## src/rtl/imm_pkg.sv

```systemverilog
// imm_pkg: immediate-format encodings, error codes, field masks and the decode-side immediate extender
package imm_pkg;

    typedef enum logic [2:0] {
        IMM_I = 3'b000,
        IMM_S = 3'b001,
        IMM_B = 3'b010,
        IMM_J = 3'b011,
        IMM_U = 3'b100
    } imm_src_e;

    typedef enum logic [1:0] {
        ERR_OK      = 2'b00,
        ERR_RANGE   = 2'b01,
        ERR_ALIGN   = 2'b10,
        ERR_ILLEGAL = 2'b11
    } imm_err_e;

    localparam logic [31:0] MASK_I = 32'hFFF0_0000;
    localparam logic [31:0] MASK_S = 32'hFE00_0F80;
    localparam logic [31:0] MASK_B = 32'hFE00_0F80;
    localparam logic [31:0] MASK_J = 32'hFFFF_F000;
    localparam logic [31:0] MASK_U = 32'hFFFF_F000;

    // Same extraction the decoder performs; used to prove an encoded word round-trips
    function automatic logic [31:0] imm_extend(input logic [31:0] w, input logic [2:0] src);
        return (src == IMM_I) ? {{20{w[31]}}, w[31:20]} :
               (src == IMM_S) ? {{20{w[31]}}, w[31:25], w[11:7]} :
               (src == IMM_B) ? {{19{w[31]}}, w[31], w[7], w[30:25], w[11:8], 1'b0} :
               (src == IMM_J) ? {{11{w[31]}}, w[31], w[19:12], w[20], w[30:21], 1'b0} :
               (src == IMM_U) ? {w[31:12], 12'h000} : 32'h0;
    endfunction

endpackage

```

## src/rtl/imm_pack.sv

```systemverilog
// imm_pack: merges an immediate into the selected format's instruction fields and flags unrepresentable values
module imm_pack
    import imm_pkg::*;
(
    input  logic [31:0] instr_i,
    input  logic [31:0] imm_i,
    input  logic [2:0]  src_i,
    output logic [31:0] instr_o,
    output logic [1:0]  err_o
);

    logic [31:0] mask;
    logic [31:0] field;
    logic        range_bad;
    logic        align_bad;
    logic        illegal;

    // Select mask/field per format, then clear the fields and insert the immediate only when it is legal
    always_comb begin
        mask      = 32'h0;
        field     = 32'h0;
        range_bad = 1'b0;
        align_bad = 1'b0;
        illegal   = 1'b0;
        case (src_i)
            IMM_I: begin
                mask      = MASK_I;
                field     = {imm_i[11:0], 20'h0};
                range_bad = imm_i[31:11] != {21{imm_i[31]}};
            end
            IMM_S: begin
                mask      = MASK_S;
                field     = {imm_i[11:5], 13'h0, imm_i[4:0], 7'h0};
                range_bad = imm_i[31:11] != {21{imm_i[31]}};
            end
            IMM_B: begin
                mask      = MASK_B;
                field     = {imm_i[12], imm_i[10:5], 13'h0, imm_i[4:1], imm_i[11], 7'h0};
                range_bad = imm_i[31:12] != {20{imm_i[31]}};
                align_bad = imm_i[0];
            end
            IMM_J: begin
                mask      = MASK_J;
                field     = {imm_i[20], imm_i[10:1], imm_i[11], imm_i[19:12], 12'h0};
                range_bad = imm_i[31:20] != {12{imm_i[31]}};
                align_bad = imm_i[0];
            end
            IMM_U: begin
                mask      = MASK_U;
                field     = {imm_i[31:12], 12'h0};
                align_bad = |imm_i[11:0];
            end
            default: illegal = 1'b1;
        endcase
        err_o   = illegal ? ERR_ILLEGAL : align_bad ? ERR_ALIGN : range_bad ? ERR_RANGE : ERR_OK;
        instr_o = (instr_i & ~mask) | ((err_o == ERR_OK) ? field : 32'h0);
    end

endmodule

```

## src/rtl/imm_encoder.sv

```systemverilog
// imm_encoder: two-stage valid/ready immediate encoder; IMM_ENCODER_SELFCHECK_EN adds a round-trip check driving chk_fail
module imm_encoder
    import imm_pkg::*;
#(
    parameter bit PIPE_BYPASS = 1'b0
) (
    input  logic        clk,
    input  logic        reset,
    input  logic        in_valid,
    output logic        in_ready,
    input  logic [31:0] in_instr,
    input  logic [31:0] in_imm,
    input  logic [2:0]  in_immsrc,
    output logic        out_valid,
    input  logic        out_ready,
    output logic [31:0] out_instr,
    output logic [1:0]  out_err,
    output logic        chk_fail
);

    logic [31:0] pk_instr;
    logic [1:0]  pk_err;
    logic        s1_valid;
    logic [31:0] s1_instr;
    logic [1:0]  s1_err;
    logic        s2_adv;
    logic        out_valid_q;
    logic [31:0] out_instr_q;
    logic [1:0]  out_err_q;
`ifdef IMM_ENCODER_SELFCHECK_EN
    logic [31:0] s1_imm;
    logic [2:0]  s1_src;
    logic [31:0] s2_imm_q;
    logic [2:0]  s2_src_q;
    logic        chk_fail_q;
    logic        chk_fail_d;
`endif

    imm_pack u_pack (
        .instr_i (in_instr),
        .imm_i   (in_imm),
        .src_i   (in_immsrc),
        .instr_o (pk_instr),
        .err_o   (pk_err)
    );

    assign s2_adv = ~out_valid_q | out_ready;

    generate
        if (PIPE_BYPASS) begin : g_bypass
            assign s1_valid = in_valid;
            assign s1_instr = pk_instr;
            assign s1_err   = pk_err;
            assign in_ready = s2_adv;
`ifdef IMM_ENCODER_SELFCHECK_EN
            assign s1_imm   = in_imm;
            assign s1_src   = in_immsrc;
`endif
        end else begin : g_s1
            logic        s1_adv;
            logic        s1_valid_q;
            logic [31:0] s1_instr_q;
            logic [1:0]  s1_err_q;
`ifdef IMM_ENCODER_SELFCHECK_EN
            logic [31:0] s1_imm_q;
            logic [2:0]  s1_src_q;
            assign s1_imm = s1_imm_q;
            assign s1_src = s1_src_q;
`endif
            assign s1_adv   = ~s1_valid_q | s2_adv;
            assign in_ready = s1_adv;
            assign s1_valid = s1_valid_q;
            assign s1_instr = s1_instr_q;
            assign s1_err   = s1_err_q;
            // S1 takes a new request whenever it is empty or S2 can absorb its current entry
            always_ff @(posedge clk or posedge reset) begin
                if (reset) begin
                    s1_valid_q <= 1'b0;
                    s1_instr_q <= 32'h0;
                    s1_err_q   <= 2'b00;
`ifdef IMM_ENCODER_SELFCHECK_EN
                    s1_imm_q   <= 32'h0;
                    s1_src_q   <= 3'b000;
`endif
                end else if (s1_adv) begin
                    s1_valid_q <= in_valid;
                    if (in_valid) begin
                        s1_instr_q <= pk_instr;
                        s1_err_q   <= pk_err;
`ifdef IMM_ENCODER_SELFCHECK_EN
                        s1_imm_q   <= in_imm;
                        s1_src_q   <= in_immsrc;
`endif
                    end
                end
            end
        end
    endgenerate

    // S2 output register holds steady under backpressure and refills as it drains
    always_ff @(posedge clk or posedge reset) begin
        if (reset) begin
            out_valid_q <= 1'b0;
            out_instr_q <= 32'h0;
            out_err_q   <= 2'b00;
`ifdef IMM_ENCODER_SELFCHECK_EN
            s2_imm_q    <= 32'h0;
            s2_src_q    <= 3'b000;
`endif
        end else if (s2_adv) begin
            out_valid_q <= s1_valid;
            if (s1_valid) begin
                out_instr_q <= s1_instr;
                out_err_q   <= s1_err;
`ifdef IMM_ENCODER_SELFCHECK_EN
                s2_imm_q    <= s1_imm;
                s2_src_q    <= s1_src;
`endif
            end
        end
    end

    assign out_valid = out_valid_q;
    assign out_instr = out_instr_q;
    assign out_err   = out_err_q;

`ifdef IMM_ENCODER_SELFCHECK_EN
    assign chk_fail_d = chk_fail_q | (out_valid_q & out_ready & (out_err_q == ERR_OK) &
                        (imm_extend(out_instr_q, s2_src_q) != s2_imm_q));
    // Sticky flag: any delivered error-free word that does not decode back to its immediate
    always_ff @(posedge clk or posedge reset) begin
        if (reset) chk_fail_q <= 1'b0;
        else       chk_fail_q <= chk_fail_d;
    end
    assign chk_fail = chk_fail_q;
`else
    assign chk_fail = 1'b0;
`endif

endmodule

```

## config.mk

```make
export PLATFORM = sky130hd
export DESIGN_NAME = imm_encoder
export DESIGN_NICKNAME = d
export VERILOG_FILES = /design/src/rtl/imm_pkg.sv /design/src/rtl/imm_pack.sv /design/src/rtl/imm_encoder.sv
export SDC_FILE = /design/constraint.sdc
export NUM_CORES = 1
export LEC_CHECK = 0
export ABC_AREA = 1
export BUFFER_PORTS_ARGS = -buffer_cell sky130_fd_sc_hd__buf_2
export CAP_MARGIN = 40
export CORE_MARGIN = 2
export CORE_UTILIZATION = 40
export DETAILED_ROUTE_END_ITERATION = 12
export PLACE_DENSITY_LB_ADDON = 0.25
export RECOVER_POWER = 25
export SETUP_SLACK_MARGIN = 0.2
export SYNTH_ARGS = -nofsm -noshare
export SYNTH_HDL_FRONTEND = slang
export SYNTH_SLANG_ARGS = --single-unit
```

## constraint.sdc

```tcl
create_clock -name clk -period 2.07 [get_ports clk]
set_input_delay 0.3105 -clock clk [delete_from_list [all_inputs] [get_ports clk]]
set_output_delay 0.3105 -clock clk [all_outputs]
set_load 0.02 [all_outputs]
```

# Word-level counts from Yosys, hierarchy flattened
# Index checks and enable logic that the tools add are counted.
# totals
latch_bits	0
mem_bits_ro	0
ramBits	0
inputBits	71
out_inout_bits	37
mem_count	0
reg_bits	70
word_cells	38
# classes
bitwise	7
mux	8
mul	0
reduce_logical	10
n_eq_ne	7
addsub	0
div	0
shifts	0
order_cmp	0
# ops
cell	n
32-bit case mux with 5 select lines	1
32-bit case mux with 3 select lines	1
32-bit AND	1
32-bit 2-to-1 mux	1
32-bit NOT	1
32-bit bitwise OR	1
20-bit != test	1
19-bit != test	1
12-bit OR reduction	1
11-bit != test	1
2-bit OR reduction	4
3-bit by 2-bit equality test with 1-bit output, second input constant	2
5-bit OR reduction	1
2-bit 2-to-1 mux	2
2-bit AND reduction	2
3-bit by 1-bit equality test with 1-bit output, second input constant	1
3-bit equality test, second input constant	1
3-bit zero test	1
1-bit case mux with 3 select lines	1
2-bit zero test	1
1-bit NOT	2
1-bit bitwise OR	2
1-bit case mux with 2 select lines	1
1-bit 2-to-1 mux	1

# Depth between registers and ports, before layout
# depth
depth_word	9
mapped_depth	14
depth_no_buf	12

# Cells and area by module
# From an unflattened synthesis, not the netlist that was laid out.
# unflattened
hier_cells	559
area_unflattened_um2	3955.0
# by_module_without_submodules
module	area_per_inst_um2	instances	seq_area_each_um2	cells_each
imm_encoder	2793.9	1	1751.7	304
imm_pack	1161.1	1	0.0	255

# Least setup slack after synthesis
# Ideal clock, no wire load.
# synth_path
path_type	reg2reg
from	reg out_valid_q (netlist: out_valid)
to	reg g_s1.s1_instr_q[10]
n_path_buf	2
stages_incl_launch_ff	9
t_required_ns	1.950
arrival_ns	1.688
synth_period_minus_slack_ns	1.808
slack_ns	0.262
path_cell_list	dfrtp_1 > nand3_1 > nand2_1 > inv_1 > clkbuf_1 > clkbuf_1 > nand2_1 > inv_1 > a21oi_2
# synth_between
elab_chain_len	4
# synth_rtl
item	line_no	source
start: declaration	imm_encoder.sv:27	logic out_valid_q;
start signal: assignment	imm_encoder.sv:111	out_valid_q <= s1_valid;
1-bit NOT	imm_encoder.sv:47	assign s2_adv = ~out_valid_q | out_ready;
1-bit bitwise OR	imm_encoder.sv:47	
1-bit bitwise OR	imm_encoder.sv:70	assign s1_adv = ~s1_valid_q | s2_adv;
net in_ready	imm_encoder.sv:10	output logic in_ready,
2-bit AND reduction (no line)	--	
end signal: assignment	imm_encoder.sv:88	s1_instr_q <= pk_instr;
end: declaration	imm_encoder.sv:62	logic [31:0] s1_instr_q;
# The timed path passes the listed nets, and every way through them passes these cells.
# A chain may end at the register's enable or synchronous reset.

# Worst setup path in the final report
# layout_path
from	in in_imm[31]
to	reg g_s1.s1_instr_q[22]
# layout_between
elab_chain_len	8
elab_cells_between_ends	10
cone_classes	eq/ne: 3; mux: 5; bitwise: 1; reduce/logical: 1
# layout_rtl
item	line_no	source
start: declaration	imm_encoder.sv:12	input logic [31:0] in_imm,
20-bit != test (tied with other cells)	imm_pack.sv:29, imm_pack.sv:34	
1-bit case mux with 3 select lines (*)	imm_pack.sv:25	case (src_i)
1-bit 2-to-1 mux (*)	imm_pack.sv:55	err_o = illegal ? ERR_ILLEGAL : align_bad ? ERR_ALIGN : range_bad ? ERR_RANGE : ERR_OK;
2-bit 2-to-1 mux (*) (2 in a row)	imm_pack.sv:55	
2-bit zero test (*)	imm_pack.sv:56	instr_o = (instr_i & ~mask) | ((err_o == ERR_OK) ? field : 32'h0);
32-bit 2-to-1 mux (*)	imm_pack.sv:56	
32-bit bitwise OR (*)	imm_pack.sv:56	
# Mark *: on every way between the ends. The rest lies on a longest branch, timed or not.

==> run metrics <==
Core Rows 35; Worst-Margin Slew around 1.0 ns; Max Clock Skew about 0.0095 ns; Area Overhead vs Synth 23.6%; #FFs+latches synth 70; pin count of the biggest net entering global routing 44; n_diodes 0; die height 102 µm; max-slew violations 0; asr flop ratio synth 1.00; antenna violations before repair 0; Peak Freq around 640 MHz; count of cell types in the netlist 31; global-route wire length before repair 15800 µm; YS warnings 0; WP data required roughly 2.3 ns; io pins approximately 110; htree depth 3; CTS root buf clkbuf_8; post-synthesis sequential area ratio 0.457; routing usage on met1 0.281; CP endpoint kind flip-flop; grt peak-use layer met2; area post-placement 4540 µm²; EDFF count, synth 0; Setup Crit Path Kind input pin to flip-flop; Initial Util 0.413; Min Hold Slack ~0.15 ns; IO buf count between 100 and 150; # clock sinks 70; hold-fix buffers at CTS 0; VDD IR max approximately 0.3 mV; Pwr Total around 4.5 mW; fin area 4740 µm²; Clock Latency Late Sink about 0.34 ns; worst setup margin approximately 0.5 ns; Top delay family on crit path simple AND/OR/NAND/NOR gates; CTS tree done; Synthesized Nets 526; die area slightly above 10000 µm²; CP cell instances clkbuf_4 -> nand2_2 -> o21ai_1 -> nand2_1 -> nor2_1 -> nand3_1 -> nand2_1 -> nand2_1 -> inv_1 -> nand2_1 -> nand2_4 -> buf_12 -> nand3_2 -> a21oi_2; cts bufs inserted 9; Setup TNS 0 ns; arrival time at the worst endpoint 1.84 ns; Initial DRT Pass Iterations 4; layout cells sized above 1 0.358; post-route ant nets 0; Post-DP HPWL around 7300 µm; P_leak around 2.4 nW; worst-path fanout max 20; Finished Core Util 0.510; CTS clock-pin slew for the worst setup and hold paths 0.07 ns; syn avg cell area roughly 8.4 µm²; crit-path max cell delay ~0.29 ns; Avg WL per Cell between 10 and 15 µm; Vias/cell 4.83; via count 3360; Syn Inst Count 455; M3 GR Usage 0.0376; # nets final ~630; WL final 9590 µm; final hold vios 0; Core Footprint between 9000 and 10000 µm²; fin cells ~700; vias in the first global route between 3000 and 4000; commonest non-fill, non-tap cells in the layout buf_2 (105), nand2_1 (98), dfrtp_1 (70), inv_1 (56), nor2_1 (50); Bufs and invs on worst path 3; Max-cap violations 0; Most common cell on crit path nand2_1; Post-synth top flop dfrtp_1; Initial DRC Count ~140; Total GRT Usage 0.196; dpl cells just under 700; DRC 0; Clock Path Buffers 2; DP Worst Slack slightly below 0.008 ns; Slew HR 0.296; Final min period approximately 1.6 ns; CP Launch Type input pin; final cycle utilization of the critical path 0.761; routability congestion estimate 0.907; gr ovfl total 0; status finished clean; PwrDens 958 nW/µm²; commonest non-fill, non-tap cell in the layout buf_2; Hold WC Path Type input pin to async pin; Final Setup Violations 0; Global Route met2 Usage 0.304; mapped cell area roughly 3800 µm²; RSZ-0062 raised after global routing no; Worst path slowest cell clkbuf_4; Die Width 102 µm
==> power breakdown <==
group          internal (mW)  switching [mW]
clock network          0.676           0.521
logic                  0.577           0.869
registers               1.72           0.172
==> layer usage <==
layer,up-vias,wire length [µm]
li1,1664,-
met1,1596,4620
met2,92,4360
met3,8,493
met4,0,112
met5,-,0
==> cell type report <==
type                            instances  area, µm²
Clock buffer                           10        128
Clock inverter                          6       86.3
Fill cell                             920       4550
Inverter                               60        229
Multi-Input combinational cell        304       1730
Sequential cell                        70       1750
Tap cell                              129        161
Timing Repair Buffer                  117        651
==> synth_stat cells (all sizes together) (4+ instances only) <==
library cell	count	area share
dfrtp	70	0.46
mux2	26	0.076
o21ai	28	0.038
inv	59	0.058
buf	9	0.021
nand3	42	0.080
xnor2	5	0.011
nand2	101	0.10
clkbuf	12	0.012
nor2	51	0.051
xor2	4	0.0091
a21oi	36	0.066
==> state kept, by name, summed over array words and instances (netlist names) <==
name,count
g_s1.s1_instr_q,32
out_err,2
g_s1.s1_err_q,2
out_instr,32
g_s1.s1_valid_q,1
out_valid,1
==> worst register-to-register path, stage by stage, from the launching register on <==
cell	delay, ns
dfrtp_1	0.40
nand3_1	0.13
nand2_1	0.09
clkinv_1	0.06
buf_4	0.37
nand2_1	0.14
inv_1	0.09
a21oi_2	0.05
==> cells by family (layout without fill, tap and decap cells) <==
family,after synthesis,count (layout),synth area share
AOI/OAI and AO/OA,70,70,0.115
xor gates and xnor gates,9,9,0.0206
buffers and inverters,81,193,0.0918
DFF,70,70,0.457
muxes,26,26,0.0764
other,1,1,0.000979
and+or+nand+nor,198,198,0.238
==> what timing repair did <==
item                                    in CTS  in global routing
endpoints found under the setup margin       0                 11
resized for setup                            0                  1
buffers inserted                             0                  0
==> final timing paths <==
| kind | start | to | slack (ns) | depth (start not counted) |
|---|---|---|---|---|
| min in group clk | in_instr[2] | g_s1.s1_instr_q[2] | 0.17 | 3 |
| max | in_imm[31] | g_s1.s1_instr_q[22] | 0.50 | 14 |
| max reg2reg | out_valid | g_s1.s1_instr_q[12] | 0.62 | 7 |
| min | reset | out_instr[13] | 0.15 | 2 |
| min reg2reg | out_err[0] | out_err[0] | 0.49 | 2 |
| max in group asynchronous | reset | g_s1.s1_instr_q[23] | 0.72 | 3 |
Power figures use the tool's default switching activity.
